`src/rtl/inert_serf_pkg.sv`:
```
// inert_pkg: shared constants and types for the inert_serf sensor responder.
// Holds the register address map, the fixed WHO_AM_I value, frame geometry,
// the SPI frame state enum and a saturating-increment helper.
package inert_pkg;

    localparam logic [6:0] ADDR_INT_CTRL = 7'h0D;
    localparam logic [6:0] ADDR_WHO_AM_I = 7'h0F;
    localparam logic [6:0] ADDR_GYRO_CFG = 7'h11;
    localparam logic [6:0] ADDR_CTRL3    = 7'h14;
    localparam logic [6:0] ADDR_ERR_CNT  = 7'h1E;
    localparam logic [6:0] ADDR_YAW_L    = 7'h26;
    localparam logic [6:0] ADDR_YAW_H    = 7'h27;

    localparam logic [7:0] WHO_AM_I_VAL  = 8'h6A;

    // A well-formed frame carries exactly this many SCLK rises.
    localparam logic [4:0] FRAME_RISES   = 5'd16;

    typedef enum logic [1:0] {
        IDLE   = 2'd0,
        SHIFT  = 2'd1,
        COMMIT = 2'd2
    } state_t;

    // Increment an 8-bit counter, holding at 0xFF instead of wrapping.
    function automatic logic [7:0] sat_inc8(input logic [7:0] v);
        return (v == 8'hFF) ? v : (v + 8'd1);
    endfunction

endpackage

```
`src/rtl/inert_serf_sync.sv`:
```
// spi_edge_sync: double-flop synchronizer for SS_n, SCLK and MOSI with a
// third edge-detect flop and registered rise/fall strobes for SS_n and SCLK.
// The level outputs are taken from the edge-detect flop so they line up
// with the strobes in the same clk cycle.
module spi_edge_sync (
    input  logic clk,
    input  logic rst_n,
    input  logic ss_n_in,
    input  logic sclk_in,
    input  logic mosi_in,
    output logic ss_lvl,
    output logic mosi_lvl,
    output logic ss_fall,
    output logic ss_rise,
    output logic sclk_rise,
    output logic sclk_fall
);

    // Bit 2 = SS_n, bit 1 = SCLK, bit 0 = MOSI. SS_n and SCLK idle high.
    localparam logic [2:0] IDLE_LVL = 3'b110;

    logic [2:0] meta_r;
    logic [2:0] sync_r;
    logic [2:0] prev_r;
    logic       ss_fall_r;
    logic       ss_rise_r;
    logic       sclk_rise_r;
    logic       sclk_fall_r;

    // Two synchronizing stages, one history stage and registered edge strobes.
    always_ff @(posedge clk or negedge rst_n) begin
        if (!rst_n) begin
            meta_r      <= IDLE_LVL;
            sync_r      <= IDLE_LVL;
            prev_r      <= IDLE_LVL;
            ss_fall_r   <= 1'b0;
            ss_rise_r   <= 1'b0;
            sclk_rise_r <= 1'b0;
            sclk_fall_r <= 1'b0;
        end else begin
            meta_r      <= {ss_n_in, sclk_in, mosi_in};
            sync_r      <= meta_r;
            prev_r      <= sync_r;
            ss_fall_r   <=  prev_r[2] & ~sync_r[2];
            ss_rise_r   <= ~prev_r[2] &  sync_r[2];
            sclk_rise_r <= ~prev_r[1] &  sync_r[1];
            sclk_fall_r <=  prev_r[1] & ~sync_r[1];
        end
    end

    assign ss_lvl    = prev_r[2];
    assign mosi_lvl  = prev_r[0];
    assign ss_fall   = ss_fall_r;
    assign ss_rise   = ss_rise_r;
    assign sclk_rise = sclk_rise_r;
    assign sclk_fall = sclk_fall_r;

endmodule

```
`src/rtl/inert_serf.sv`:
```
// inert_serf: SPI responder standing in for the inertial sensor. Serves
// 16-bit register read/write frames, samples yaw_in periodically into
// YAW_H:YAW_L and raises INT when a new sample lands.
// Optional build macro: ERR_CNT_EN adds read-only register 0x1E ERR_CNT, a
// saturating count of aborted frames; without it 0x1E reads as unmapped.
module inert_serf
    import inert_pkg::*;
#(
    parameter int unsigned SMPL_CYC = 4096
) (
    input  logic        clk,
    input  logic        rst_n,
    input  logic        SS_n,
    input  logic        SCLK,
    input  logic        MOSI,
    output logic        MISO,
    output logic        INT,
    input  logic [15:0] yaw_in
);

    localparam logic [15:0] SMPL_LAST = 16'(SMPL_CYC - 32'd1);

    logic        ss_lvl_s;
    logic        mosi_s;
    logic        ss_fall_s;
    logic        ss_rise_s;
    logic        sclk_rise_s;
    logic        sclk_fall_s;

    state_t      state_r;
    state_t      state_s;
    logic [4:0]  rise_cnt_r;
    logic [15:0] rx_r;
    logic [7:0]  tx_r;

    logic [7:0]  int_ctrl_r;
    logic [7:0]  gyro_cfg_r;
    logic [7:0]  ctrl3_r;
    logic [7:0]  yaw_l_r;
    logic [7:0]  yaw_h_r;
    logic        int_r;
    logic        int_s;
    logic        pend_r;
    logic        pend_s;
    logic [15:0] smpl_cnt_r;

    logic [7:0]  cmd_s;
    logic [7:0]  rd_data_s;
    logic        frame_ok_s;
    logic        abort_s;
    logic        wr_en_s;
    logic        rd_yawh_s;
    logic        smpl_exp_s;
    logic        smpl_en_s;
    logic        latch_s;

`ifdef ERR_CNT_EN
    logic [7:0]  err_cnt_r;
`endif

    spi_edge_sync u_sync (
        .clk       (clk),
        .rst_n     (rst_n),
        .ss_n_in   (SS_n),
        .sclk_in   (SCLK),
        .mosi_in   (MOSI),
        .ss_lvl    (ss_lvl_s),
        .mosi_lvl  (mosi_s),
        .ss_fall   (ss_fall_s),
        .ss_rise   (ss_rise_s),
        .sclk_rise (sclk_rise_s),
        .sclk_fall (sclk_fall_s)
    );

    // Command byte as it stands once the 8th rise has shifted in.
    assign cmd_s      = {rx_r[6:0], mosi_s};
    assign wr_en_s    = frame_ok_s & ~rx_r[15];
    assign rd_yawh_s  = frame_ok_s &  rx_r[15] & (rx_r[14:8] == ADDR_YAW_H);
    assign smpl_exp_s = (smpl_cnt_r == SMPL_LAST);
    assign smpl_en_s  = (gyro_cfg_r[7:4] != 4'h0);
    // Samples only land between frames so a frame never sees a torn yaw pair.
    assign latch_s    = pend_r & ss_lvl_s & (state_r == IDLE);

    // Frame state register.
    always_ff @(posedge clk or negedge rst_n) begin
        if (!rst_n) begin
            state_r <= IDLE;
        end else begin
            state_r <= state_s;
        end
    end

    // Next-state logic and commit/abort qualification.
    always_comb begin
        state_s    = state_r;
        frame_ok_s = 1'b0;
        abort_s    = 1'b0;
        case (state_r)
            IDLE: begin
                if (ss_fall_s) state_s = SHIFT;
                else           state_s = IDLE;
            end
            SHIFT: begin
                if (ss_rise_s) state_s = COMMIT;
                else           state_s = SHIFT;
            end
            COMMIT: begin
                state_s = IDLE;
                if (rise_cnt_r == FRAME_RISES) frame_ok_s = 1'b1;
                else                           abort_s    = 1'b1;
            end
            default: begin
                state_s = IDLE;
            end
        endcase
    end

    // Read data multiplexer for the address carried in the command byte.
    always_comb begin
        rd_data_s = 8'h00;
        case (cmd_s[6:0])
            ADDR_INT_CTRL: rd_data_s = int_ctrl_r;
            ADDR_WHO_AM_I: rd_data_s = WHO_AM_I_VAL;
            ADDR_GYRO_CFG: rd_data_s = gyro_cfg_r;
            ADDR_CTRL3:    rd_data_s = ctrl3_r;
            ADDR_YAW_L:    rd_data_s = yaw_l_r;
            ADDR_YAW_H:    rd_data_s = yaw_h_r;
`ifdef ERR_CNT_EN
            ADDR_ERR_CNT:  rd_data_s = err_cnt_r;
`endif
            default:       rd_data_s = 8'h00;
        endcase
    end

    // Rise counting, rx shift-in and tx load/shift-out for MISO.
    always_ff @(posedge clk or negedge rst_n) begin
        if (!rst_n) begin
            rise_cnt_r <= 5'd0;
            rx_r       <= 16'h0000;
            tx_r       <= 8'h00;
        end else begin
            case (state_r)
                IDLE: begin
                    if (ss_fall_s) begin
                        rise_cnt_r <= 5'd0;
                        tx_r       <= 8'h00;
                    end
                end
                SHIFT: begin
                    if (sclk_rise_s) begin
                        if (rise_cnt_r != 5'd31) rise_cnt_r <= rise_cnt_r + 5'd1;
                        if (rise_cnt_r < FRAME_RISES) rx_r <= {rx_r[14:0], mosi_s};
                        if (rise_cnt_r == 5'd7) tx_r <= cmd_s[7] ? rd_data_s : 8'h00;
                    end else if (sclk_fall_s && (rise_cnt_r >= 5'd9) && (rise_cnt_r <= 5'd15)) begin
                        tx_r <= {tx_r[6:0], 1'b0};
                    end
                end
                COMMIT: begin
                    tx_r <= 8'h00;
                end
                default: begin
                    tx_r <= 8'h00;
                end
            endcase
        end
    end

    // Writable registers, updated only by a complete write frame.
    always_ff @(posedge clk or negedge rst_n) begin
        if (!rst_n) begin
            int_ctrl_r <= 8'h00;
            gyro_cfg_r <= 8'h00;
            ctrl3_r    <= 8'h00;
        end else if (wr_en_s) begin
            case (rx_r[14:8])
                ADDR_INT_CTRL: int_ctrl_r <= rx_r[7:0];
                ADDR_GYRO_CFG: gyro_cfg_r <= rx_r[7:0];
                ADDR_CTRL3:    ctrl3_r    <= rx_r[7:0];
                default:       ctrl3_r    <= ctrl3_r;
            endcase
        end
    end

    // INT next value: a new sample outranks a YAW_H read clearing it.
    always_comb begin
        int_s = int_r;
        if (latch_s && int_ctrl_r[1]) int_s = 1'b1;
        else if (rd_yawh_s)           int_s = 1'b0;
        else                          int_s = int_r;
    end

    // Pending flag: collapses repeated expiries into a single sample.
    always_comb begin
        pend_s = (pend_r & ~latch_s) | (smpl_exp_s & smpl_en_s);
    end

    // Sample timer, pending flag, yaw capture and INT.
    always_ff @(posedge clk or negedge rst_n) begin
        if (!rst_n) begin
            smpl_cnt_r <= 16'h0000;
            pend_r     <= 1'b0;
            yaw_l_r    <= 8'h00;
            yaw_h_r    <= 8'h00;
            int_r      <= 1'b0;
        end else begin
            smpl_cnt_r <= smpl_exp_s ? 16'h0000 : (smpl_cnt_r + 16'd1);
            pend_r     <= pend_s;
            int_r      <= int_s;
            if (latch_s) begin
                yaw_l_r <= yaw_in[7:0];
                yaw_h_r <= yaw_in[15:8];
            end
        end
    end

`ifdef ERR_CNT_EN
    // Saturating count of frames discarded for a wrong rise count.
    always_ff @(posedge clk or negedge rst_n) begin
        if (!rst_n) begin
            err_cnt_r <= 8'h00;
        end else if (abort_s) begin
            err_cnt_r <= sat_inc8(err_cnt_r);
        end
    end
`endif

    assign MISO = tx_r[7];
    assign INT  = int_r;

endmodule

```
`config.mk`:
```
export PLATFORM = sky130hd
export DESIGN_NAME = inert_serf
export DESIGN_NICKNAME = d
export VERILOG_FILES = /design/src/rtl/inert_serf_pkg.sv /design/src/rtl/inert_serf_sync.sv /design/src/rtl/inert_serf.sv
export SDC_FILE = /design/constraint.sdc
export NUM_CORES = 1
export LEC_CHECK = 0
export ABC_AREA = 0
export BUFFER_PORTS_ARGS = -buffer_cell sky130_fd_sc_hd__clkbuf_2
export CAP_MARGIN = 30
export CORE_UTILIZATION = 47
export CTS_CLUSTER_DIAMETER = 60
export CTS_CLUSTER_SIZE = 14
export DETAILED_ROUTE_END_ITERATION = 6
export PLACE_DENSITY_LB_ADDON = 0.25
export SETUP_SLACK_MARGIN = 0.05
export SLEW_MARGIN = 25
export SYNTH_ARGS = -nofsm -noshare
export SYNTH_HDL_FRONTEND = slang
export SYNTH_SLANG_ARGS = --single-unit
```
`constraint.sdc`:
```
create_clock -name clk -period 4.65 [get_ports clk]
set_input_delay 0.2325 -clock clk [delete_from_list [all_inputs] [get_ports clk]]
set_output_delay 0.2325 -clock clk [all_outputs]
set_load 0.01 [all_outputs]
```
==> results of run 1 <==
[placed cells by master, fill, tap and decap left out, types with 5 or more instances in the layout]
cell	instances
xnor2_1	11
nand3_1	9
nor2_1	17
nor2b_1	10
dfrtp_1	96
o21ai_0	12
a22oi_1	8
and3_1	5
clkbuf_2	21
mux2_2	59
nor3_1	7
clkbuf_8	9
a22o_1	6
nand2_1	14
inv_1	11
mux2i_1	6
o22ai_1	6
dfstp_2	6
ha_1	6
[layout make-up]
cell class	count	area, um^2
multi-input combinational	234	1940
tap	129	161
fill	806	4350
clock inverter	6	67.6
clock buffer	10	128
sequential	102	2560
timing repair buffer	27	160
inverter	11	41.3
[stage by stage]
stage | power, uW | hold WS, ns
2_1_floorplan | 1200 | -0.0631
3_3_place_gp | 1250 | 0.313
5_1_grt | 1900 | 0.0610
3_5_place_dp | 1260 | 0.322
6_report | 1800 | 0.0887
4_1_cts | 1830 | 0.0638
[final timing paths]
kind                               endpoint             start  depth (start not counted)  slack [ns]
max                                 tx_r[4]     rise_cnt_r[0]                          8        2.35
min in group asynchronous     gyro_cfg_r[1]             rst_n                          2        0.43
min reg2reg                u_sync.sync_r[0]  u_sync.meta_r[0]                          0        0.36
max in group asynchronous     gyro_cfg_r[2]             rst_n                          3        3.14
max reg2reg                         tx_r[4]     rise_cnt_r[0]                          8        2.35
min                              yaw_h_r[1]         yaw_in[9]                          2        0.09
[layer usage]
layer	routed length (um)	up-vias	share of wire
met5	0	-	0
met4	118	0	0.014
met3	298	12	0.036
met2	3900	44	0.47
met1	4030	1401	0.48
li1	-	1363	-
[power breakdown]
group	internal [uW]	switching, uW	leakage, uW
sequential	932	104	0.00136
clock	252	307	0.0000933
combinational	100	108	0.000874
total	1280	518	0.00233
[cells by family after synthesis]
| family | Yosys count | share of synthesized area |
|---|---|---|
| multiplexers | 65 | 0.155 |
| AO/OA/AOI/OAI | 55 | 0.0902 |
| XOR/XNOR | 14 | 0.0263 |
| flip-flops | 102 | 0.549 |
| adder cells (fa/ha/maj) | 6 | 0.0161 |
| buffers and inverters | 27 | 0.0336 |
| AND/OR/NAND/NOR | 94 | 0.129 |
[state kept, by name, indices dropped and copies added (netlist names), 5 cells and up]
name        flops
ctrl3_r         8
rise_cnt_r      5
smpl_cnt_r     16
gyro_cfg_r      8
tx_r            8
int_ctrl_r      8
yaw_h_r         8
rx_r           16
yaw_l_r         8
[worst register-to-register path, stage by stage, from the launching register on]
cell     delay, ns
dfrtp_1       0.47
ha_1          0.25
and3_1        0.21
ha_1          0.17
mux2i_1       0.07
a211o_1       0.23
o22a_2        0.20
nor2_1        0.36
a32o_1        0.26
==> impl_metrics.json, run 1 <==
{
  "drv_cap": 0,
  "port_buffers": 22,
  "grt_pass1_wl_um": 14200,
  "num_vias": 2820,
  "skew_ns": 0.0182,
  "cts_tree": "done",
  "dp_hpwl_um": 5840,
  "antenna_found_initial": 0,
  "synth_warnings": 0,
  "core.rowCount": 35,
  "use_met3": 0.0573,
  "drive_gt1_frac": 0.303,
  "nets": 412,
  "drt-total-wl_um": 8350,
  "slowest_stage": "dfrtp_1",
  "grt_util_all_layers": 0.184,
  "fin_util": 0.538,
  "final_area_mm2": 0.00506,
  "die_h_um": 102,
  "pwr_density_cell_mw_per_mm2": 356,
  "routabilityCongestion": 0.850,
  "ys_seq_area_frac": 0.549,
  "die_x_um": 102,
  "start_util": 0.495,
  "p_leak_uw": 0.00233,
  "arrival_ns": 2.59,
  "yosysUniqueCellTypes": 61,
  "syn2layout_area_growth_pct": 8.62,
  "cp_num_buf_inv": 0,
  "synth_area_mm2": 0.00466,
  "synth_nets": 390,
  "post_cts_resized": 0,
  "endpoint_kind": "flip-flop",
  "crit_path_frequent_cell": "ha_1",
  "tightest_slew_ns": 0.826,
  "synth_common_cells": "96 x dfrtp_1, 59 x mux2_2, 17 x nor2_1, 14 x nand2_1, 12 x o21ai_0",
  "drt_iter0_drc": 81,
  "antenna_cells": 0,
  "insertion_delay_ns": 0.37,
  "fin_cells": 519,
  "hold_path_class": "in2reg",
  "h-tree-depth": 3,
  "finalHoldViolCount": 0,
  "post-route-min-period_ns": 2.30,
  "firstDrtPassIters": 4,
  "root_buffer": "clkbuf_8",
  "synth_edf_count": 0,
  "grt_setup_unrepaired": "false",
  "yosys_most_used_dff": "dfrtp_1",
  "grtUsageMet2": 0.289,
  "finalMaxSlewViolations": 0,
  "clkSlewWorstSetupHoldPaths_ns": 0.10,
  "place_area_mm2": 0.00483,
  "ys_top_cells_by_area": "dfrtp_1 52%, mux2_2 14%, dfstp_2 3.4%",
  "grt.overflow.total": 0,
  "outcome": "completed",
  "ant_nets": 0,
  "path_cells": "ha_1 > and3_1 > ha_1 > mux2i_1 > a211o_1 > o22a_2 > nor2_1 > a32o_1",
  "drt-wirelength-per-cell_um": 16.1,
  "grt_util_met1": 0.237,
  "grt_pass1_vias": 2878,
  "worst_slack_ns": 2.35,
  "post_cts_buffers": 0,
  "clock_sinks": 102,
  "cp_slowest_stage_delay_ns": 0.47,
  "viasPerCell": 5.43,
  "place_inst": 499,
  "fmax_ghz": 0.435,
  "route.detailed.drc": 0,
  "die_area_mm2": 0.0103,
  "path_class": "reg2reg",
  "yosysMostFrequentCell": "dfrtp_1",
  "hold_buffers": 4,
  "syn_inst": 363,
  "top_usage_layer": "met2",
  "required_ns": 4.94,
  "grt_max_degree": 55,
  "post-route-period-util": 0.495,
  "postSynth.asyncResetShare": 1.00,
  "core_mm2": 0.00942,
  "yosysTopAreaCellShare": 0.515,
  "finalSetupViolations": 0,
  "io_pins": 23,
  "syn_area_per_cell_um2": 12.8,
  "start_kind": "flip-flop",
  "ys_ff_latch": 102,
  "cts_buffer_depth": 2,
  "cp_max_fo": 7,
  "vdd_ir_drop_max_v": 0.000224,
  "place_ws_ns": 2.41,
  "crit_family": "compound AO/OA/AOI/OAI gates",
  "setup_tns_ns": 0,
  "cts_buffers": 9,
  "slew_headroom": 0.449,
  "yosysTopAreaCell": "dfrtp_1"
}
Power figures use the tool's default switching activity.
==> inputs of run 2 (changes only) <==
Settings changed: ABC_AREA 0 to 1.
Clock period 4.65 ns to 2.1 ns, I/O delays scaled along.
==> run 2 against run 1 <==
  * Final cell count increased by 39%
  * Synthesized cell count increased by 48%
  * Die area increased by 4.1%
  * Largest cell class unchanged
  * Largest power group unchanged
==> impl_metrics.json, run 2 <==
{
  "die_h_um": 104,
  "cp_slowest_stage_delay_ns": 0.42,
  "p_leak_uw": 0.00265,
  "h-tree-depth": 3,
  "mostFrequentLayoutCells": "144 x nand2_1, 95 x dfrtp_1, 50 x inv_1",
  "route.detailed.drc": 0,
  "top_regs": "rx_r x16, smpl_cnt_r x16",
  "slew_headroom": 0.576,
  "fin_util": 0.558,
  "grt_util_met1": 0.271,
  "fmax_ghz": 0.537,
  "post-route-min-period_ns": 1.86,
  "synth_area_mm2": 0.00486,
  "synth_nets": 565,
  "crit_family": "simple AND/OR/NAND/NOR gates",
  "endpoint_kind": "flip-flop",
  "yosysMostFrequentCell": "nand2_1",
  "finalMaxSlewViolations": 0,
  "layout_commonest_cell": "nand2_1",
  "die_area_mm2": 0.0107,
  "syn2layout_area_growth_pct": 13.8,
  "ant_nets": 0,
  "firstDrtPassIters": 4,
  "syn_inst": 538,
  "drv_cap": 0,
  "io_pins": 23,
  "yosysTopAreaCell": "dfrtp_1",
  "clkSlewWorstSetupHoldPaths_ns": 0.09,
  "required_ns": 2.41,
  "die_x_um": 104,
  "antenna_found_initial": 0,
  "hold_path_class": "in2async",
  "finalHoldViolCount": 0,
  "drive_gt1_frac": 0.193,
  "drt-total-wl_um": 9740,
  "grt_util_all_layers": 0.200,
  "antenna_cells": 0,
  "nets": 612,
  "cp_max_fo": 9,
  "post_cts_buffers": 0,
  "cp_num_buf_inv": 0,
  "yosys_most_used_dff": "dfrtp_1",
  "ys_ff_latch": 102,
  "grt_setup_unrepaired": "false",
  "post-route-period-util": 0.887,
  "synth_edf_count": 0,
  "drt_iter0_drc": 247,
  "path_cells": "ha_1 > nand2_1 > nor2_1 > ha_1 > o21bai_1 > nand3_1 > nand2_1 > nand2_4 > nor2_4 > nand2_1 > nand2_1",
  "core.rowCount": 36,
  "syn_area_per_cell_um2": 9.03,
  "routabilityCongestion": 0.808,
  "grt_pass1_wl_um": 17100,
  "ys_seq_area_frac": 0.527,
  "clock_sinks": 102,
  "synth_common_cells": "144 x nand2_1, 96 x dfrtp_1, 50 x inv_1, 46 x nand3_1, 44 x nor2_1",
  "setup_tns_ns": 0,
  "start_kind": "flip-flop",
  "slowest_stage": "dfrtp_2",
  "yosysUniqueCellTypes": 43,
  "outcome": "completed",
  "crit_path_frequent_cell": "nand2_1",
  "arrival_ns": 2.17,
  "postSynth.asyncResetShare": 1.00,
  "top_usage_layer": "met2",
  "drt-wirelength-per-cell_um": 13.5,
  "cts_tree": "done",
  "skew_ns": 0.0117,
  "cts_buffer_depth": 2,
  "path_class": "reg2reg",
  "grt_max_degree": 49,
  "yosysTopAreaCellShare": 0.495,
  "use_met3": 0.0384,
  "vdd_ir_drop_max_v": 0.000539,
  "synth_warnings": 0,
  "ys_top_cells_by_area": "dfrtp_1 49%, nand2_1 11%, nand3_1 4.7%",
  "port_buffers": 22,
  "grtUsageMet2": 0.314,
  "finalSetupViolations": 0,
  "tightest_slew_ns": 0.636,
  "grt_pass1_vias": 3593,
  "start_util": 0.490,
  "viasPerCell": 5.03,
  "pwr_density_cell_mw_per_mm2": 818,
  "insertion_delay_ns": 0.37,
  "num_vias": 3636,
  "cts_buffers": 9,
  "root_buffer": "clkbuf_8",
  "whs_ns": 0.293,
  "grt.overflow.total": 0,
  "core_mm2": 0.00991,
  "dp_hpwl_um": 6750
}
[run 2: cell families after synthesis]
| family | Yosys count | synth area share |
|---|---|---|
| simple gates | 281 | 0.282 |
| flops | 102 | 0.527 |
| buf+inv | 67 | 0.0582 |
| compound gates | 61 | 0.0721 |
| mux | 14 | 0.0325 |
| xor+xnor | 7 | 0.0126 |
| fa+ha+maj | 6 | 0.0155 |
[run 2: worst register-to-register path, cell delays in order, from the launching register on]
cell      delay, ns
dfrtp_2        0.42
ha_1           0.20
nand2_1        0.08
nor2_1         0.15
ha_1           0.18
o21bai_1       0.14
nand3_1        0.09
nand2_1        0.10
nand2_4        0.09
nor2_4         0.19
nand2_1        0.08
nand2_1        0.08
[run 2: cell type report]
cell class,count,area (um^2)
clock inverters,5,57.6
inverters,57,216
repair buffers,46,355
fillers,902,4380
flip-flops and latches,102,2560
well taps,133,166
multi-input cells,369,2020
clock buffers,11,151
[run 2: report_power, final]
part | switching [uW] | internal [uW] | total [uW]
clock network | 671 | 616 | 1290
registers | 155 | 2130 | 2280
logic | 678 | 277 | 955
total | 1500 | 3020 | 4520
[run 2: path summary, 6_finish.rpt]
check | startpoint | to | slack, ns | depth (start not counted)
worst max-delay path | rise_cnt_r[0] | tx_r[1] | 0.24 | 11
worst min-delay path | rst_n | state_r[1] | 0.29 | 2
worst max register to register | rise_cnt_r[0] | tx_r[1] | 0.24 | 11
worst min register to register | u_sync.meta_r[0] | u_sync.sync_r[0] | 0.36 | 0
max in group asynchronous | rst_n | smpl_cnt_r[13] | 1.12 | 3
min in group clk | u_sync.meta_r[0] | u_sync.sync_r[0] | 0.36 | 0
[run 2: through the flow]
step	worst slack [ns]	instances	total power [uW]	instance area, um^2
finish	0.238	723	4520	5530
global placement	0.341	687	3210	5110
CTS	0.229	723	4570	5520
global route	0.0437	723	4780	5530
floorplan	0.503	538	3010	4860
detailed placement	0.257	687	3240	5110
[run 2: per-layer routing]
metal  part of all wire  wire [um]  up-vias
li1                   -          -     1828
met1               0.47       4630     1728
met2               0.46       4500       61
met3              0.039        384       19
met4              0.023        228        0
met5                  0          0        -
[run 2: what timing repair did]
item / 4_1_cts / 5_1_grt
hold buffers: 20 / 0
setup endpoints to repair: 0 / 2
resized for setup: 0 / 2
endpoints found under the hold margin: 59 / 0
==> inputs of run 3 (changes only) <==
Settings changed: CTS_CLUSTER_SIZE 14 to 12, RECOVER_POWER set to 50, SLEW_MARGIN 25 to not set.
==> run 3 against run 2 <==
  * First-iteration DRC count decreased by 11%
  * Critical endpoint unchanged
  * Sequential power about the same
  * Critical path depth unchanged
  * Critical path type unchanged
  * Clock-buffer cell count unchanged
  * Worst setup slack got worse by 0.0050 ns
  * Die area unchanged
  * Clock power about the same
  * Cell area decreased by 0.41%
  * Clock skew about the same
  * Highest routed layer unchanged
  * Final cell count unchanged
  * Sequential cell count unchanged
==> impl_metrics.json, run 3 (synthesis results as in run 2) <==
{
  "clock_sinks": 102,
  "dp_hpwl_um": 6750,
  "clock_power_share": 0.286,
  "setup_tns_ns": 0,
  "p_sw_frac": 0.334,
  "die_area_mm2": 0.0107,
  "finalSetupViolations": 0,
  "die_x_um": 104,
  "drt-wirelength-per-cell_um": 13.6,
  "antenna_cells": 0,
  "p_comb_frac": 0.210,
  "viasPerCell": 5.05,
  "grt_pass1_wl_um": 17100,
  "num_vias": 3652,
  "start_util": 0.490,
  "grt_max_degree": 49,
  "grt_util_all_layers": 0.200,
  "core_mm2": 0.00991,
  "post-route-min-period_ns": 1.87,
  "seqPwrFrac": 0.504,
  "p_sw_uw": 1510,
  "layout_commonest_cell": "nand2_1",
  "path_cells": "ha_1 > nand2_1 > nor2_1 > ha_1 > o21bai_1 > nand3_1 > nand2_1 > nand2_4 > nor2_4 > nand2_1 > nand2_1",
  "arrival_ns": 2.18,
  "h-tree-depth": 3,
  "port_buffers": 22,
  "crit_path_frequent_cell": "nand2_1",
  "required_ns": 2.42,
  "syn2layout_area_growth_pct": 13.3,
  "cp_num_buf_inv": 0,
  "root_buffer": "clkbuf_8",
  "drt-total-wl_um": 9800,
  "core.rowCount": 36,
  "pwr_density_cell_mw_per_mm2": 822,
  "place_area_mm2": 0.00511,
  "path_class": "reg2reg",
  "top_regs": "rx_r x16, smpl_cnt_r x16",
  "slew_headroom": 0.202,
  "antenna_found_initial": 0,
  "seqCellArea_mm2": 0.00256,
  "grt.overflow.total": 0,
  "ant_nets": 0,
  "cts_buffers": 9,
  "outcome": "completed",
  "slowest_stage": "dfrtp_2",
  "route.detailed.drc": 0,
  "tightest_slew_ns": 1.20,
  "grt_setup_unrepaired": "false",
  "firstDrtPassIters": 4,
  "cp_slowest_stage_delay_ns": 0.42,
  "finalMaxSlewViolations": 0,
  "post_cts_buffers": 0,
  "nets": 612,
  "vdd_ir_drop_max_v": 0.000539,
  "internal-power_uw": 3010,
  "cts_buffer_depth": 2,
  "io_pins": 23,
  "fmax_ghz": 0.536,
  "grt_pass1_vias": 3593,
  "drive_gt1_frac": 0.183,
  "finalHoldViolCount": 0,
  "insertion_delay_ns": 0.38,
  "drv_cap": 0,
  "hold_path_class": "in2reg",
  "crit_family": "simple AND/OR/NAND/NOR gates",
  "p_leak_uw": 0.00264,
  "start_kind": "flip-flop",
  "drt_iter0_drc": 220,
  "final_area_mm2": 0.00550,
  "routabilityCongestion": 0.808,
  "mostFrequentLayoutCells": "145 x nand2_1, 95 x dfrtp_1, 50 x inv_1",
  "post-route-period-util": 0.889,
  "cp_max_fo": 9,
  "clkSlewWorstSetupHoldPaths_ns": 0.10,
  "multi_input_area_mm2": 0.00202,
  "skew_ns": 0.0122,
  "fill_cells": 905,
  "cts_tree": "done",
  "die_h_um": 104,
  "endpoint_kind": "flip-flop"
}
[run 3: worst paths after layout]
check,end,slack (ns),cells past startpoint,start
max in group asynchronous,rx_r[0],0.35,3,rst_n
worst max register to register,tx_r[1],0.23,11,rise_cnt_r[0]
worst min register to register,u_sync.sync_r[0],0.36,0,u_sync.meta_r[0]
worst max-delay path,tx_r[1],0.23,11,rise_cnt_r[0]
worst min-delay path,u_sync.meta_r[2],0.35,2,SS_n
min in group asynchronous,rx_r[13],0.50,2,rst_n
[run 3: what timing repair did]
item	CTS	global route
hold buffers	20	0
gates resized for setup	0	2
setup endpoints to repair	0	2
endpoints found under the hold margin	59	0
[run 3: routing by layer]
metal	wire, um	vias up	part of all wire	GRT usage
met4	236	0	0.024	0.0878
met5	0	-	0	0
met1	4670	1745	0.48	0.271
li1	-	1831	-	-
met2	4530	57	0.46	0.314
met3	365	19	0.037	0.0384
[run 3: power by group through the flow]
stage / clock network, uW / logic, uW / registers, uW
floorplan: 0 / 723 / 2290
global placement: 0 / 899 / 2310
detailed placement: 0 / 924 / 2320
CTS: 1330 / 956 / 2280
global route: 1400 / 1060 / 2310
finish: 1290 / 950 / 2280
[run 3: final cells by class]
| type | count | share of cell area |
|---|---|---|
| repair buffers | 46 | 0.0609 |
| well taps | 133 | 0.0302 |
| clock inverters | 5 | 0.0105 |
| flip-flops and latches | 102 | 0.465 |
| multi-input cells | 369 | 0.366 |
| inverters | 57 | 0.0393 |
| clock buffers | 11 | 0.0275 |
[run 3: stage by stage]
step / setup slack (ns) / hold slack, ns / utilization / total power, uW / std cells
finish: 0.233 / 0.353 / 0.555 / 4520 / 723
global route: 0.0433 / 0.346 / 0.555 / 4770 / 723
CTS: 0.229 / 0.300 / 0.557 / 4570 / 723
detailed placement: 0.257 / 0.171 / 0.516 / 3240 / 687
global placement: 0.341 / 0.157 / 0.516 / 3210 / 687
floorplan: 0.503 / -0.191 / - / 3010 / 538
